**src/rtl/rom_stream_if.sv**
```systemverilog
// rom_stream_if: burst request, ROM read port and output stream of rom_stream_reader.
// ROM_STREAM_LOOP_EN adds the stop request used by looping bursts.
interface rom_stream_if #(
   parameter int ADDR_WIDTH = 10,
   parameter int DATA_WIDTH = 32
);
   logic                  start;
   logic [ADDR_WIDTH-1:0] start_addr;
   logic [ADDR_WIDTH:0]   len;
   logic [ADDR_WIDTH-1:0] rom_addr;
   logic                  rom_rd_en;
   logic [DATA_WIDTH-1:0] rom_data;
   logic [DATA_WIDTH-1:0] dout;
   logic                  dout_valid;
   logic                  dout_ready;
   logic                  busy;
   logic                  done;
`ifdef ROM_STREAM_LOOP_EN
   logic                  stop;
`endif
   modport master (
`ifdef ROM_STREAM_LOOP_EN
      input  stop,
`endif
      input  start, start_addr, len, rom_data, dout_ready,
      output rom_addr, rom_rd_en, dout, dout_valid, busy, done
   );
   modport slave (
`ifdef ROM_STREAM_LOOP_EN
      output stop,
`endif
      output start, start_addr, len, rom_data, dout_ready,
      input  rom_addr, rom_rd_en, dout, dout_valid, busy, done
   );
endinterface

```
**src/rtl/rom_stream_reader.sv**
```systemverilog
// rom_stream_reader: streams len consecutive ROM words (address wraps) out of a small credit-limited FIFO.
// ROM_STREAM_LOOP_EN: the burst repeats until stop, then drains with a single done.
module rom_stream_reader #(
   parameter int ADDR_WIDTH = 10,
   parameter int DATA_WIDTH = 32,
   parameter int RD_LATENCY = 1
) (
   input logic          clk,
   input logic          rst,
   rom_stream_if.master bus
);
   localparam int DEPTH = RD_LATENCY + 2;
   localparam int PW = $clog2(DEPTH);
   localparam int CW = $clog2(DEPTH + 1);
   localparam logic [ADDR_WIDTH:0] ONE = 1;
   typedef enum logic [1:0] {IDLE, RUN, DRAIN} state_t;
   state_t                state, state_n;
   logic [ADDR_WIDTH-1:0] addr;
   logic [ADDR_WIDTH:0]   remaining;
   logic [RD_LATENCY-1:0] vsr;
   logic [DATA_WIDTH-1:0] mem [DEPTH];
   logic [PW-1:0]         wr_ptr, rd_ptr;
   logic [CW-1:0]         count;
   logic                  issue, pop, capture, last_pop, stop_req, last_issue, done_q;
`ifdef ROM_STREAM_LOOP_EN
   logic [ADDR_WIDTH-1:0] base;
   logic [ADDR_WIDTH:0]   total;
   assign stop_req = bus.stop;
   assign last_issue = 1'b0;
`else
   assign stop_req = 1'b0;
   assign last_issue = issue && remaining == ONE;
`endif
   // Words issued but not yet popped never exceed the FIFO depth, so capture can never overflow.
   assign issue = state == RUN && remaining != '0 && int'(count) + $countones(vsr) < DEPTH;
   assign pop = count != '0 && bus.dout_ready;
   assign capture = vsr[RD_LATENCY-1];
   assign last_pop = vsr == '0 && (count == '0 || (count == CW'(1) && pop));
   always_comb begin
      state_n = state;
      case (state)
         IDLE:    state_n = bus.start && bus.len != '0 ? RUN : IDLE;
         RUN:     state_n = stop_req || last_issue ? DRAIN : RUN;
         DRAIN:   state_n = last_pop ? IDLE : DRAIN;
         default: state_n = IDLE;
      endcase
   end
   always_ff @(posedge clk or posedge rst)
      if (rst) state <= IDLE;
      else state <= state_n;
   always_ff @(posedge clk or posedge rst)
      if (rst) begin
         addr <= '0;
         remaining <= '0;
         vsr <= '0;
         wr_ptr <= '0;
         rd_ptr <= '0;
         count <= '0;
         done_q <= 1'b0;
      end else begin
         vsr <= RD_LATENCY'({vsr, issue});
         done_q <= (state == IDLE && bus.start && bus.len == '0) || (state == DRAIN && last_pop);
         if (state == IDLE && bus.start) begin
            addr <= bus.start_addr;
            remaining <= bus.len;
         end else if (issue) begin
            addr <= addr + 1'b1;
            remaining <= remaining - 1'b1;
`ifdef ROM_STREAM_LOOP_EN
            if (remaining == ONE) begin
               addr <= base;
               remaining <= total;
            end
`endif
         end
         if (capture) wr_ptr <= wr_ptr == PW'(DEPTH - 1) ? '0 : wr_ptr + 1'b1;
         if (pop) rd_ptr <= rd_ptr == PW'(DEPTH - 1) ? '0 : rd_ptr + 1'b1;
         count <= count + CW'(capture) - CW'(pop);
      end
`ifdef ROM_STREAM_LOOP_EN
   always_ff @(posedge clk or posedge rst)
      if (rst) begin
         base <= '0;
         total <= '0;
      end else if (state == IDLE && bus.start) begin
         base <= bus.start_addr;
         total <= bus.len;
      end
`endif
   always_ff @(posedge clk)
      if (capture) mem[wr_ptr] <= bus.rom_data;
   assign bus.rom_addr = addr;
   assign bus.rom_rd_en = issue;
   assign bus.dout_valid = count != '0;
   assign bus.dout = count != '0 ? mem[rd_ptr] : '0;
   assign bus.busy = state != IDLE;
   assign bus.done = done_q;
endmodule

```
**src/flat_wrapper.sv**
```systemverilog
// flat-port wrapper written by rule: the top's interface ports become plain ports
module rom_stream_reader_flat 
#(
   parameter int ADDR_WIDTH = 10,
   parameter int DATA_WIDTH = 32,
   parameter int RD_LATENCY = 1
)
  (clk, rst, bus_start, bus_start_addr, bus_len, bus_rom_data, bus_dout_ready, bus_rom_addr, bus_rom_rd_en, bus_dout, bus_dout_valid, bus_busy, bus_done);
  rom_stream_if #(.ADDR_WIDTH(ADDR_WIDTH), .DATA_WIDTH(DATA_WIDTH)) bus_i ();
  input logic clk;
  input logic rst;
  input wire logic [$bits(bus_i.start)-1:0] bus_start;
  input wire logic [$bits(bus_i.start_addr)-1:0] bus_start_addr;
  input wire logic [$bits(bus_i.len)-1:0] bus_len;
  input wire logic [$bits(bus_i.rom_data)-1:0] bus_rom_data;
  input wire logic [$bits(bus_i.dout_ready)-1:0] bus_dout_ready;
  output wire logic [$bits(bus_i.rom_addr)-1:0] bus_rom_addr;
  output wire logic [$bits(bus_i.rom_rd_en)-1:0] bus_rom_rd_en;
  output wire logic [$bits(bus_i.dout)-1:0] bus_dout;
  output wire logic [$bits(bus_i.dout_valid)-1:0] bus_dout_valid;
  output wire logic [$bits(bus_i.busy)-1:0] bus_busy;
  output wire logic [$bits(bus_i.done)-1:0] bus_done;
  assign bus_i.start = bus_start;
  assign bus_i.start_addr = bus_start_addr;
  assign bus_i.len = bus_len;
  assign bus_i.rom_data = bus_rom_data;
  assign bus_i.dout_ready = bus_dout_ready;
  assign bus_rom_addr = bus_i.rom_addr;
  assign bus_rom_rd_en = bus_i.rom_rd_en;
  assign bus_dout = bus_i.dout;
  assign bus_dout_valid = bus_i.dout_valid;
  assign bus_busy = bus_i.busy;
  assign bus_done = bus_i.done;
  rom_stream_reader #(.ADDR_WIDTH(ADDR_WIDTH), .DATA_WIDTH(DATA_WIDTH), .RD_LATENCY(RD_LATENCY)) u_core (.clk(clk), .rst(rst), .bus(bus_i));
endmodule
```
**config.mk**
```make
export PLATFORM = sky130hd
export DESIGN_NAME = rom_stream_reader_flat
export DESIGN_NICKNAME = d
export VERILOG_FILES = /design/src/rtl/rom_stream_if.sv /design/src/rtl/rom_stream_reader.sv /design/src/flat_wrapper.sv
export SDC_FILE = /design/constraint.sdc
export NUM_CORES = 1
export LEC_CHECK = 0
export CORE_ASPECT_RATIO = 1.1
export CORE_MARGIN = 2
export CORE_UTILIZATION = 35
export CTS_CLUSTER_SIZE = 10
export DETAILED_ROUTE_END_ITERATION = 7
export REMOVE_ABC_BUFFERS = 1
export SYNTH_ARGS = -nofsm -noshare
export SYNTH_HDL_FRONTEND = slang
export SYNTH_SLANG_ARGS = --single-unit
export TNS_END_PERCENT = 20
```
**constraint.sdc**
```tcl
create_clock -name clk -period 3.08 [get_ports clk]
set_clock_uncertainty 0.1 [all_clocks]
set_input_delay 0.308 -clock clk [delete_from_list [all_inputs] [get_ports clk]]
set_output_delay 0.308 -clock clk [all_outputs]
set_load 0.01 [all_outputs]
```
==> run summary, run 1 <==
Slew headroom: 42.5%
vias: 4013
total clock buffers created by CTS: 17
Die Area: 17000 um^2
Final Hold Violating Endpoints: 0
depth of the critical timing path with buffers and inverters included: 6
layout net count: 630
remaining global-route overflow: 0
post-synthesis cell area: 5600 um^2
max layer used: met4
number of buffers inserted to repair setup after CTS: 0
Top delay family on crit path: simple AND/OR/NAND/NOR gates
count of unresolved DRC violations after routing: 0
RSZ-0062 raised after global routing: no
Tightest Hold Check Type: in -> async
gp weighted congestion: 0.850
Initial Util: 35.7%
CTS Root Cell: sky130_fd_sc_hd__clkbuf_16
DIE HEIGHT: 137 um
average routed wire per standard cell: 16.6 um
H-tree depth: 4
startpoint-to-endpoint class of the critical path: reg -> out
result of the run: finished clean
sort of element at the start of the critical path: flop
max-slew violation total from the final report: 0
post-cts resize count: 0
maximum cell stage delay along the critical path: 0.58 ns
detailed route wirelength on metal2: 6230 um
largest net degree at the start of global routing: 55
critical register-to-register path endpoint: u_core.remaining[2]
setup TNS: 0 ns
clock tree from TritonCTS: built
register-to-register path setup slack: 0.72 ns
area growth from synthesis to layout: 34.5%
layout cell share with drive strength beyond 1: 10.4%
number of synthesized flops with an enable pin: 96
DRT iter0 DRCs: 244
final critical delay including setup and external delays: 2.88 ns
number of max-cap violations: 0
Detailed Routing Iterations Pass 1: 5
cells on worst reg2reg path: 8
Post-synth ARST share: 24.4%
clock net sink count: 127
part of the Yosys area used for sequential elements: 65.4%
ratio of routed vias to standard cells: 5.15
overall track demand over capacity in global routing: 15.8%
Critical Path Slowest Stage Cell: sky130_fd_sc_hd__clkdlybuf4s50_1
most frequent cells in the layout: sky130_fd_sc_hd__clkdlybuf4s50_1 (102), sky130_fd_sc_hd__edfxtp_1 (96), sky130_fd_sc_hd__nor2_1 (78)
maximum buffer depth of the clock tree: 2
Die Width: 125 um
Yosys reg bits: 127
worst skew pair latency: 0.41 ns
post-synthesis cell count: 455
Port-buffer cells: 102
Final Cycle Share: 93.6%
remaining number of nets flagged by the antenna check after routing: 0
CP most frequent cell: sky130_fd_sc_hd__ha_1
yosys synthesis warning count: 0
I/O Pins: 103
required time of the critical path: 2.67 ns
placeable core region: 15700 um^2
Worst-path clk slew: 0.05 ns
met3 wire length: 755 um
number of antenna repair diodes: 0
total wirelength of the detailed-routed design: 12900 um
first-pass GRT wire length: 20700 um
number of rows in the core area: 48
average cell area after synthesis: 12.3 um^2
HPWL after detailed placement: 8340 um
total of endpoints with negative setup slack in the final report: 0
peak clock frequency supported by timing: 0.347 GHz
cell breakdown of the critical path: ha_1, ha_1, nor3b_4, nand2_2, nor2_2, clkdlybuf4s50_1
count of hold buffers inserted by post-cts repair: 0
endpoint class of the critical path: output pin
worst slack on hold paths: 0.215 ns
worst vdd rail ir drop: 0.470 mV
Pwr Density: 1110 nW/um^2
slew at the pin closest to its max-slew limit: 0.863 ns
number of global-route vias before repair: 3976
Worst Path Buf+Inv: 1
initial antenna violation count: 0
routed length on met1: 5750 um
Reg-to-Reg Start: u_core.remaining[1]
commonest register cell after synthesis: sky130_fd_sc_hd__edfxtp_1
leading cell type in the layout, fill and taps excluded: sky130_fd_sc_hd__clkdlybuf4s50_1
Leakage: 2.81 nW
biggest fanout along the worst timing path: 8
Netlist cell types: 52
Final Power: 8.39 mW
arrival time of the worst setup path: 2.48 ns
[per-layer routing]
metal / vias up / GRT usage, %
met5: - / 0
met1: 1922 / 20.0
li1: 1929 / -
met4: 0 / 5.62
met3: 13 / 4.42
met2: 149 / 26.1
[worst register-to-register path, stage by stage (launching register included)]
cell	delay (ns)
sky130_fd_sc_hd__dfrtp_1	0.40
sky130_fd_sc_hd__inv_1	0.13
sky130_fd_sc_hd__ha_1	0.24
sky130_fd_sc_hd__nor3b_1	0.26
sky130_fd_sc_hd__buf_4	0.18
sky130_fd_sc_hd__nand3_1	0.28
sky130_fd_sc_hd__buf_4	0.29
sky130_fd_sc_hd__a311oi_1	0.26
sky130_fd_sc_hd__nor2_1	0.10
[logic make-up (layout without fill, tap and decap cells)]
group                    Yosys count  count (layout)  share of synthesized area, %
AND/OR/NAND/NOR                  167             167                          14.9
flip-flops                       127             127                          65.4
AO/OA/AOI/OAI                     78              78                          8.52
buffers and inverters             39             163                          3.06
multiplexers                      35              35                          6.28
adder cells (fa/ha/maj)            7               7                          1.57
XOR/XNOR                           2               2                         0.313
[how the worst max path moves through the flow]
stage / endpoint / slack, ns / start
2_1_floorplan: u_core.remaining[7] / 0.59 / u_core.state[1]
3_3_place_gp: bus_rom_rd_en / 0.65 / u_core.capture
3_5_place_dp: bus_rom_rd_en / 0.61 / u_core.capture
4_1_cts: bus_rom_rd_en / 0.16 / u_core.capture
5_1_grt: bus_rom_rd_en / 0.01 / u_core.capture
6_report: bus_rom_rd_en / 0.20 / u_core.capture
[state kept, by name (all words and copies together) (netlist names)]
signal	count
u_core.mem	96
u_core.remaining	11
u_core.bus.rom_addr	10
u_core.count	2
u_core.rd_ptr	2
u_core.state	2
u_core.wr_ptr	2
u_core.bus.done	1
u_core.capture	1
[cell type report]
type                    count  area [um^2]
clock buffers              18          429
clock inverters            14          190
multi-input cells         289         1790
repair buffers            115         1140
flip-flops and latches    127         3660
well taps                 200          250
inverters                  16         60.1
fillers                  1428         8150
[stage by stage]
| stage | worst slack, ns | utilization [%] | cell area, um^2 | std cells |
|---|---|---|---|---|
| finish | 0.196 | 48.0 | 7520 | 779 |
| global route | 0.0118 | 48.0 | 7520 | 779 |
| CTS | 0.155 | 48.0 | 7520 | 779 |
| detailed placement | 0.615 | 44.0 | 6900 | 747 |
| global placement | 0.646 | 44.0 | 6900 | 747 |
| floorplan | 0.587 | - | 5480 | 432 |
[synthesized netlist by cell type (2+ instances only)]
cell,number,area share (%)
sky130_fd_sc_hd__edfxtp_1,96,52
sky130_fd_sc_hd__inv_1,16,1.1
sky130_fd_sc_hd__nor3_1,4,0.36
sky130_fd_sc_hd__nand2_1,20,1.3
sky130_fd_sc_hd__o211a_1,2,0.36
sky130_fd_sc_hd__nor3b_1,2,0.27
sky130_fd_sc_hd__nor4_1,6,0.67
sky130_fd_sc_hd__buf_2,5,0.45
sky130_fd_sc_hd__buf_6,2,0.40
sky130_fd_sc_hd__and2_1,2,0.22
sky130_fd_sc_hd__clkbuf_1,14,0.94
sky130_fd_sc_hd__or4_1,8,1.1
sky130_fd_sc_hd__a31oi_1,4,0.45
sky130_fd_sc_hd__ha_1,7,1.6
sky130_fd_sc_hd__nor2_1,81,5.4
sky130_fd_sc_hd__o211ai_1,2,0.27
sky130_fd_sc_hd__xnor2_1,2,0.31
sky130_fd_sc_hd__a21o_1,2,0.27
sky130_fd_sc_hd__o21ai_0,11,0.98
sky130_fd_sc_hd__dfrtp_1,31,14
sky130_fd_sc_hd__and3_1,4,0.45
sky130_fd_sc_hd__o31ai_1,3,0.40
sky130_fd_sc_hd__nand4_1,15,1.7
sky130_fd_sc_hd__a21oi_1,40,3.6
sky130_fd_sc_hd__nand3_1,12,1.1
sky130_fd_sc_hd__a211oi_1,3,0.40
sky130_fd_sc_hd__mux2i_1,34,6.1
sky130_fd_sc_hd__a32oi_1,2,0.31
sky130_fd_sc_hd__o311ai_0,2,0.31
[power breakdown]
| group | switching, mW | internal [mW] | leakage (nW) | total (mW) |
|---|---|---|---|---|
| clock network | 0.728 | 1.35 | 0.302 | 2.08 |
| logic | 1.86 | 1.61 | 1.25 | 3.47 |
| registers | 0.366 | 2.47 | 1.26 | 2.83 |
| total | 2.95 | 5.43 | 2.81 | 8.39 |
Power figures use the tool's default switching activity.
==> run 2: changes to the inputs <==
--- a/config.mk
+++ b/config.mk
@@ -10,6 +10,7 @@
 export CORE_UTILIZATION = 35
 export CTS_CLUSTER_SIZE = 10
 export DETAILED_ROUTE_END_ITERATION = 7
+export MAX_ROUTING_LAYER = met4
 export REMOVE_ABC_BUFFERS = 1
 export SYNTH_ARGS = -nofsm -noshare
 export SYNTH_HDL_FRONTEND = slang
==> run 2 against run 1 <==
  * Setup slack worse by 0.034 ns
  * Cell count up 0.13%
  * Register-to-register slack worse by 0.06 ns
  * Global-route usage grew 0.31 points
  * Critical path type unchanged
  * Largest cell class unchanged
==> run summary, run 2 (synthesis results as in run 1) <==
total wirelength of the detailed-routed design: 12800 um (was 12900 um)
Die Area: 17000 um^2 (unchanged)
initial antenna violation count: 0 (unchanged)
Final Cycle Share: 94.8% (was 93.6%)
max-slew violation total from the final report: 0 (unchanged)
met3 wire length: 756 um (was 755 um)
worst vdd rail ir drop: 0.586 mV (was 0.470 mV)
ratio of routed vias to standard cells: 5.12 (was 5.15)
detailed route wirelength on metal2: 6200 um (was 6230 um)
Initial Util: 35.7% (unchanged)
Die Width: 125 um (unchanged)
Slew headroom: 41.8% (was 42.5%)
register name with the most flops: u_core.mem (unchanged)
I/O Pins: 103 (unchanged)
slew at the pin closest to its max-slew limit: 0.873 ns (was 0.863 ns)
maximum cell stage delay along the critical path: 0.58 ns (about the same)
cells on worst reg2reg path: 7 (was 8)
endpoint class of the critical path: output pin (unchanged)
register-to-register path setup slack: 0.66 ns (was 0.72 ns)
Detailed Routing Iterations Pass 1: 5 (unchanged)
CP most frequent cell: sky130_fd_sc_hd__ha_1 (unchanged)
H-tree depth: 4 (unchanged)
Port-buffer cells: 102 (unchanged)
DRT iter0 DRCs: 276 (was 244)
setup TNS: 0 ns (unchanged)
final critical delay including setup and external delays: 2.92 ns (was 2.88 ns)
leading cell type in the layout, fill and taps excluded: sky130_fd_sc_hd__clkdlybuf4s50_1 (unchanged)
layout net count: 631 (was 630)
maximum buffer depth of the clock tree: 2 (unchanged)
clock tree from TritonCTS: built (unchanged)
overall track demand over capacity in global routing: 16.1% (was 15.8%)
startpoint-to-endpoint class of the critical path: reg -> out (unchanged)
Worst Path Buf+Inv: 1 (unchanged)
Final Hold Violating Endpoints: 0 (unchanged)
count of hold buffers inserted by post-cts repair: 0 (unchanged)
required time of the critical path: 2.67 ns (about the same)
Critical Path Slowest Stage Cell: sky130_fd_sc_hd__clkdlybuf4s50_1 (unchanged)
RSZ-0062 raised after global routing: no (unchanged)
clock net sink count: 127 (unchanged)
number of max-cap violations: 0 (unchanged)
Top delay family on crit path: simple AND/OR/NAND/NOR gates (unchanged)
CTS Root Cell: sky130_fd_sc_hd__clkbuf_16 (unchanged)
result of the run: finished clean (unchanged)
count of unresolved DRC violations after routing: 0 (unchanged)
Leakage: 2.82 nW (was 2.81 nW)
layout cell share with drive strength beyond 1: 10.5% (was 10.4%)
arrival time of the worst setup path: 2.51 ns (was 2.48 ns)
vias: 3992 (was 4013)
Reg-to-Reg Start: u_core.capture (was u_core.remaining[1])
number of flip-flops under the largest register name: 96 (unchanged)
average routed wire per standard cell: 16.4 um (was 16.6 um)
cell breakdown of the critical path: ha_1, ha_1, nor3b_4, nand2_2, nor2_2, clkdlybuf4s50_1 (unchanged)
number of global-route vias before repair: 4024 (was 3976)
Worst-path clk slew: 0.06 ns (was 0.05 ns)
area growth from synthesis to layout: 35.0% (was 34.5%)
max layer used: met4 (unchanged)
post-cts resize count: 0 (unchanged)
total clock buffers created by CTS: 17 (unchanged)
HPWL after detailed placement: 8240 um (was 8340 um)
placeable core region: 15700 um^2 (unchanged)
first-pass GRT wire length: 20600 um (was 20700 um)
total of endpoints with negative setup slack in the final report: 0 (unchanged)
number of antenna repair diodes: 0 (unchanged)
most frequent cells in the layout: sky130_fd_sc_hd__clkdlybuf4s50_1 (102), sky130_fd_sc_hd__edfxtp_1 (96), sky130_fd_sc_hd__nor2_1 (78) (unchanged)
remaining global-route overflow: 0 (unchanged)
Pwr Density: 1120 nW/um^2 (was 1110 nW/um^2)
largest net degree at the start of global routing: 55 (unchanged)
worst skew pair latency: 0.41 ns (about the same)
biggest fanout along the worst timing path: 8 (unchanged)
remaining number of nets flagged by the antenna check after routing: 0 (unchanged)
Tightest Hold Check Type: in -> async (unchanged)
sort of element at the start of the critical path: flop (unchanged)
Final Power: 8.49 mW (was 8.39 mW)
number of fill cells in the layout: 1397 (was 1428)
critical register-to-register path endpoint: u_core.bus.rom_addr[7] (was u_core.remaining[2])
number of buffers inserted to repair setup after CTS: 0 (unchanged)
number of rows in the core area: 48 (unchanged)
peak clock frequency supported by timing: 0.343 GHz (was 0.347 GHz)
gp weighted congestion: 0.851 (was 0.850)
routed length on met1: 5700 um (was 5750 um)
DIE HEIGHT: 137 um (unchanged)
-- run 2: cell types whose count changed in the layout (fill, tap and decap cells not counted) --
cell | previous run | this run
sky130_fd_sc_hd__buf_4 | 11 | 12
sky130_fd_sc_hd__bufinv_16 | 4 | 5
sky130_fd_sc_hd__clkinv_2 | 3 | 2
sky130_fd_sc_hd__clkinv_4 | 3 | 2
sky130_fd_sc_hd__clkinvlp_4 | 1 | 2
-- run 2: worst max-delay path by stage --
stage,startpoint,end,depth (start not counted)
global route,u_core.capture,bus_rom_rd_en,6
floorplan,u_core.state[1],u_core.remaining[7],4
finish,u_core.capture,bus_rom_rd_en,6
detailed placement,u_core.capture,bus_rom_rd_en,6
CTS,u_core.capture,bus_rom_rd_en,6
global placement,u_core.capture,bus_rom_rd_en,6
-- run 2: report_power, final --
group / internal, mW / leakage [nW] / switching [mW] / total, mW
logic: 1.62 / 1.25 / 1.85 / 3.47
clock network: 1.44 / 0.308 / 0.733 / 2.17
registers: 2.47 / 1.26 / 0.382 / 2.85
-- run 2: final cells by class --
type	instances	area (um^2)	area share, %
Clock buffer	18	429	5.68
Clock inverter	14	214	2.83
Inverter	16	60.1	0.795
Multi-Input combinational cell	289	1790	23.7
Sequential cell	127	3660	48.5
Tap cell	200	250	3.31
Timing Repair Buffer	116	1150	15.2
-- run 2: worst min-delay path: cells and delay by family --
kind,cells,cell delay [ns]
buf+inv,3,0.84
-- run 2: routing by layer --
metal  up-vias  track usage [%]
li1       1928                -
met2       148             26.1
met4         0             4.87
met5         -                -
met3        12             4.18
met1      1904             20.0
-- run 2: metrics by stage --
step / worst slack [ns] / area [um^2] / cells / utilization (%) / hold slack (ns)
finish: 0.162 / 7550 / 780 / 48.2 / 0.220
global placement: 0.655 / 6910 / 748 / 44.1 / 0.382
CTS: 0.147 / 7550 / 780 / 48.2 / 0.234
global route: 0.0412 / 7550 / 780 / 48.2 / 0.262
detailed placement: 0.616 / 6910 / 748 / 44.1 / 0.383
floorplan: 0.587 / 5480 / 432 / - / 0.307
==> run 3: changes to the inputs <==
--- a/config.mk
+++ b/config.mk
@@ -5,6 +5,7 @@
 export SDC_FILE = /design/constraint.sdc
 export NUM_CORES = 1
 export LEC_CHECK = 0
+export ABC_AREA = 1
 export CORE_ASPECT_RATIO = 1.1
 export CORE_MARGIN = 2
 export CORE_UTILIZATION = 35
==> run 3 against run 2 <==
  * Non-clock buffer count fell by 2
  * Critical path type unchanged
  * Utilization shrank 1.3 points
  * Sequential cell count unchanged
  * Critical endpoint unchanged
==> run summary, run 3 <==
Initial Util: 35.9% (was 35.7%)
detailed route wirelength on metal2: 6240 um (was 6200 um)
Worst Setup SP: u_core.capture (unchanged)
number of flip-flops under the largest register name: 96 (unchanged)
setup TNS: 0 ns (unchanged)
register name with the most flops: u_core.mem (unchanged)
largest net degree at the start of global routing: 34 (was 55)
Slew headroom: 51.9% (was 41.8%)
gp weighted congestion: 0.843 (was 0.851)
largest cells by area after synthesis: sky130_fd_sc_hd__edfxtp_1 (49%), sky130_fd_sc_hd__dfrtp_1 (13%), sky130_fd_sc_hd__nand2_1 (9.2%), sky130_fd_sc_hd__inv_1 (6.6%), sky130_fd_sc_hd__nand3_1 (5.3%) (was sky130_fd_sc_hd__edfxtp_1 (52%), sky130_fd_sc_hd__dfrtp_1 (14%), sky130_fd_sc_hd__mux2i_1 (6.1%), sky130_fd_sc_hd__nor2_1 (5.4%), sky130_fd_sc_hd__a21oi_1 (3.6%))
DIE HEIGHT: 140 um (was 137 um)
Reg-to-Reg Start: u_core.count[1] (was u_core.capture)
Port-buffer cells: 102 (unchanged)
Final Cycle Share: 95.6% (was 94.8%)
max layer used: met4 (unchanged)
Tightest Hold Check Type: in -> async (unchanged)
ratio of routed vias to standard cells: 4.71 (was 5.12)
startpoint-to-endpoint class of the critical path: reg -> out (unchanged)
Top delay family on crit path: buffers and inverters (was simple AND/OR/NAND/NOR gates)
total of endpoints with negative setup slack in the final report: 0 (unchanged)
max-slew violation total from the final report: 0 (unchanged)
largest area contributor in the netlist: sky130_fd_sc_hd__edfxtp_1 (unchanged)
initial antenna violation count: 0 (unchanged)
HPWL after detailed placement: 8380 um (was 8240 um)
layout net count: 764 (was 631)
yosys synthesis warning count: 0 (unchanged)
Netlist cell types: 33 (was 52)
sort of element at the start of the critical path: flop (unchanged)
clock tree from TritonCTS: built (unchanged)
average cell area after synthesis: 10.0 um^2 (was 12.3 um^2)
area growth from synthesis to layout: 30.6% (was 35.0%)
placed cell areas: 7130 um^2 (was 6910 um^2)
number of global-route vias before repair: 4238 (was 4024)
Critical Path Slowest Stage Cell: sky130_fd_sc_hd__clkdlybuf4s50_1 (unchanged)
Pwr Density: 1110 nW/um^2 (was 1120 nW/um^2)
commonest register cell after synthesis: sky130_fd_sc_hd__edfxtp_1 (unchanged)
Die Area: 17900 um^2 (was 17000 um^2)
worst vdd rail ir drop: 0.511 mV (was 0.586 mV)
first-pass GRT wire length: 21100 um (was 20600 um)
Non-Filler Cell Area, Final: 7710 um^2 (was 7550 um^2)
post-synthesis cell area: 5900 um^2 (was 5600 um^2)
depth of the critical timing path with buffers and inverters included: 7 (was 6)
most used standard cells in the synthesized netlist: sky130_fd_sc_hd__nand2_1 (144), sky130_fd_sc_hd__inv_1 (103), sky130_fd_sc_hd__edfxtp_1 (96), sky130_fd_sc_hd__nand3_1 (62), sky130_fd_sc_hd__dfrtp_1 (31) (was sky130_fd_sc_hd__edfxtp_1 (96), sky130_fd_sc_hd__nor2_1 (81), sky130_fd_sc_hd__a21oi_1 (40), sky130_fd_sc_hd__mux2i_1 (34), sky130_fd_sc_hd__dfrtp_1 (31))
number of rows in the core area: 49 (was 48)
slew at the pin closest to its max-slew limit: 0.721 ns (was 0.873 ns)
part of the Yosys area used for sequential elements: 62.0% (was 65.4%)
met3 wire length: 775 um (was 756 um)
Die Width: 128 um (was 125 um)
Worst Path Buf+Inv: 2 (was 1)
CP most frequent cell: sky130_fd_sc_hd__ha_1 (unchanged)
vias: 4321 (was 3992)
post-synthesis cell count: 590 (was 455)
final critical delay including setup and external delays: 2.95 ns (was 2.92 ns)
library cell with the highest instance count after synthesis: sky130_fd_sc_hd__nand2_1 (was sky130_fd_sc_hd__edfxtp_1)
CTS Root Cell: sky130_fd_sc_hd__clkbuf_16 (unchanged)
post-cts resize count: 0 (unchanged)
number of fill cells in the layout: 1547 (was 1397)
total wirelength of the detailed-routed design: 12900 um (was 12800 um)
clock net sink count: 127 (unchanged)
average routed wire per standard cell: 14.1 um (was 16.4 um)
number of buffers inserted to repair setup after CTS: 0 (unchanged)
number of synthesized flops with an enable pin: 96 (unchanged)
placeable core region: 16400 um^2 (was 15700 um^2)
proportion of netlist area held by the largest area contributor: 48.8% (was 51.5%)
arrival time of the worst setup path: 2.54 ns (was 2.51 ns)
cell breakdown of the critical path: ha_1, ha_1, a21o_1, nor2_4, nand2_4, inv_4, clkdlybuf4s50_1 (was ha_1, ha_1, nor3b_4, nand2_2, nor2_2, clkdlybuf4s50_1)
total clock buffers created by CTS: 17 (unchanged)
remaining number of nets flagged by the antenna check after routing: 0 (unchanged)
remaining global-route overflow: 0 (unchanged)
cells on worst reg2reg path: 8 (was 7)
number of antenna repair diodes: 0 (unchanged)
Leakage: 3.31 nW (was 2.82 nW)
Post-synth ARST share: 24.4% (unchanged)
overall track demand over capacity in global routing: 15.8% (was 16.1%)
Final Hold Violating Endpoints: 0 (unchanged)
count of unresolved DRC violations after routing: 0 (unchanged)
result of the run: finished clean (unchanged)
peak clock frequency supported by timing: 0.340 GHz (was 0.343 GHz)
H-tree depth: 4 (unchanged)
leading cell type in the layout, fill and taps excluded: sky130_fd_sc_hd__nand2_1 (was sky130_fd_sc_hd__clkdlybuf4s50_1)
biggest fanout along the worst timing path: 18 (was 8)
required time of the critical path: 2.67 ns (about the same)
Detailed Routing Iterations Pass 1: 4 (was 5)
maximum cell stage delay along the critical path: 0.57 ns (was 0.58 ns)
maximum buffer depth of the clock tree: 2 (unchanged)
Yosys reg bits: 127 (unchanged)
routed length on met1: 5700 um (about the same)
number of max-cap violations: 0 (unchanged)
Worst-path clk slew: 0.05 ns (was 0.06 ns)
layout cell share with drive strength beyond 1: 8.70% (was 10.5%)
DRT iter0 DRCs: 207 (was 276)
fin cells: 917 (was 780)
number of placed instances with taps included: 885 (was 748)
worst skew pair latency: 0.41 ns (about the same)
most frequent cells in the layout: sky130_fd_sc_hd__nand2_1 (144), sky130_fd_sc_hd__inv_1 (103), sky130_fd_sc_hd__clkdlybuf4s50_1 (102) (was sky130_fd_sc_hd__clkdlybuf4s50_1 (102), sky130_fd_sc_hd__edfxtp_1 (96), sky130_fd_sc_hd__nor2_1 (78))
I/O Pins: 103 (unchanged)
count of hold buffers inserted by post-cts repair: 0 (unchanged)
endpoint class of the critical path: output pin (unchanged)
==> run 3: cell families after synthesis <==
group | Yosys count | synth area share (%)
fa+ha+maj | 7 | 1.48
xor+xnor | 10 | 1.48
simple gates | 256 | 19.0
flops | 127 | 62.0
compound gates | 60 | 6.55
buf+inv | 130 | 9.46
==> run 3: cell type report <==
type	instances	area, um^2	share of cell area [%]
sequential	127	3660	47.5
timing repair buffer	114	1110	14.4
tap	204	255	3.31
multi-input combinational	333	1700	22.1
clock buffer	20	437	5.66
clock inverter	12	144	1.87
inverter	107	404	5.24
==> run 3: path summary, 6_finish.rpt <==
path,endpoint,slack [ns]
setup / recovery,bus_rom_rd_en,0.13
hold / removal,u_core.bus.rom_addr[6],0.19
setup reg to reg,u_core.count[1],0.93
hold reg to reg,u_core.wr_ptr[0],0.43
max in group asynchronous,u_core.state[1],2.39
min in group clk,u_core.bus.rom_addr[0],0.40
==> run 3: worst min-delay path: cells and delay by family <==
family                 cells  cell delay, ns
buffers and inverters      3            0.81
==> run 3: power by group <==
part	leakage, nW	total, mW	switching, mW	internal (mW)
combinational	1.76	3.86	2.26	1.59
sequential	1.27	2.75	0.273	2.48
clock	0.285	1.94	0.681	1.26
==> run 3: per-stage QoR <==
stage | util, % | hold WS, ns | power (mW) | worst slack (ns)
after floorplan | - | 0.307 | 5.00 | -0.195
after global placement | 43.4 | 0.417 | 6.58 | 0.494
after detailed placement | 43.4 | 0.431 | 6.68 | 0.483
after CTS | 46.9 | 0.189 | 8.64 | 0.0343
after global routing | 46.9 | 0.274 | 9.22 | -0.000447
final | 46.9 | 0.191 | 8.55 | 0.135
==> run 3: layer usage <==
layer  vias up  global-route usage (%)
met5         -                       -
met4         0                    5.96
met3        18                    4.13
met2       146                    24.5
met1      2009                    19.8
li1       2148                       -
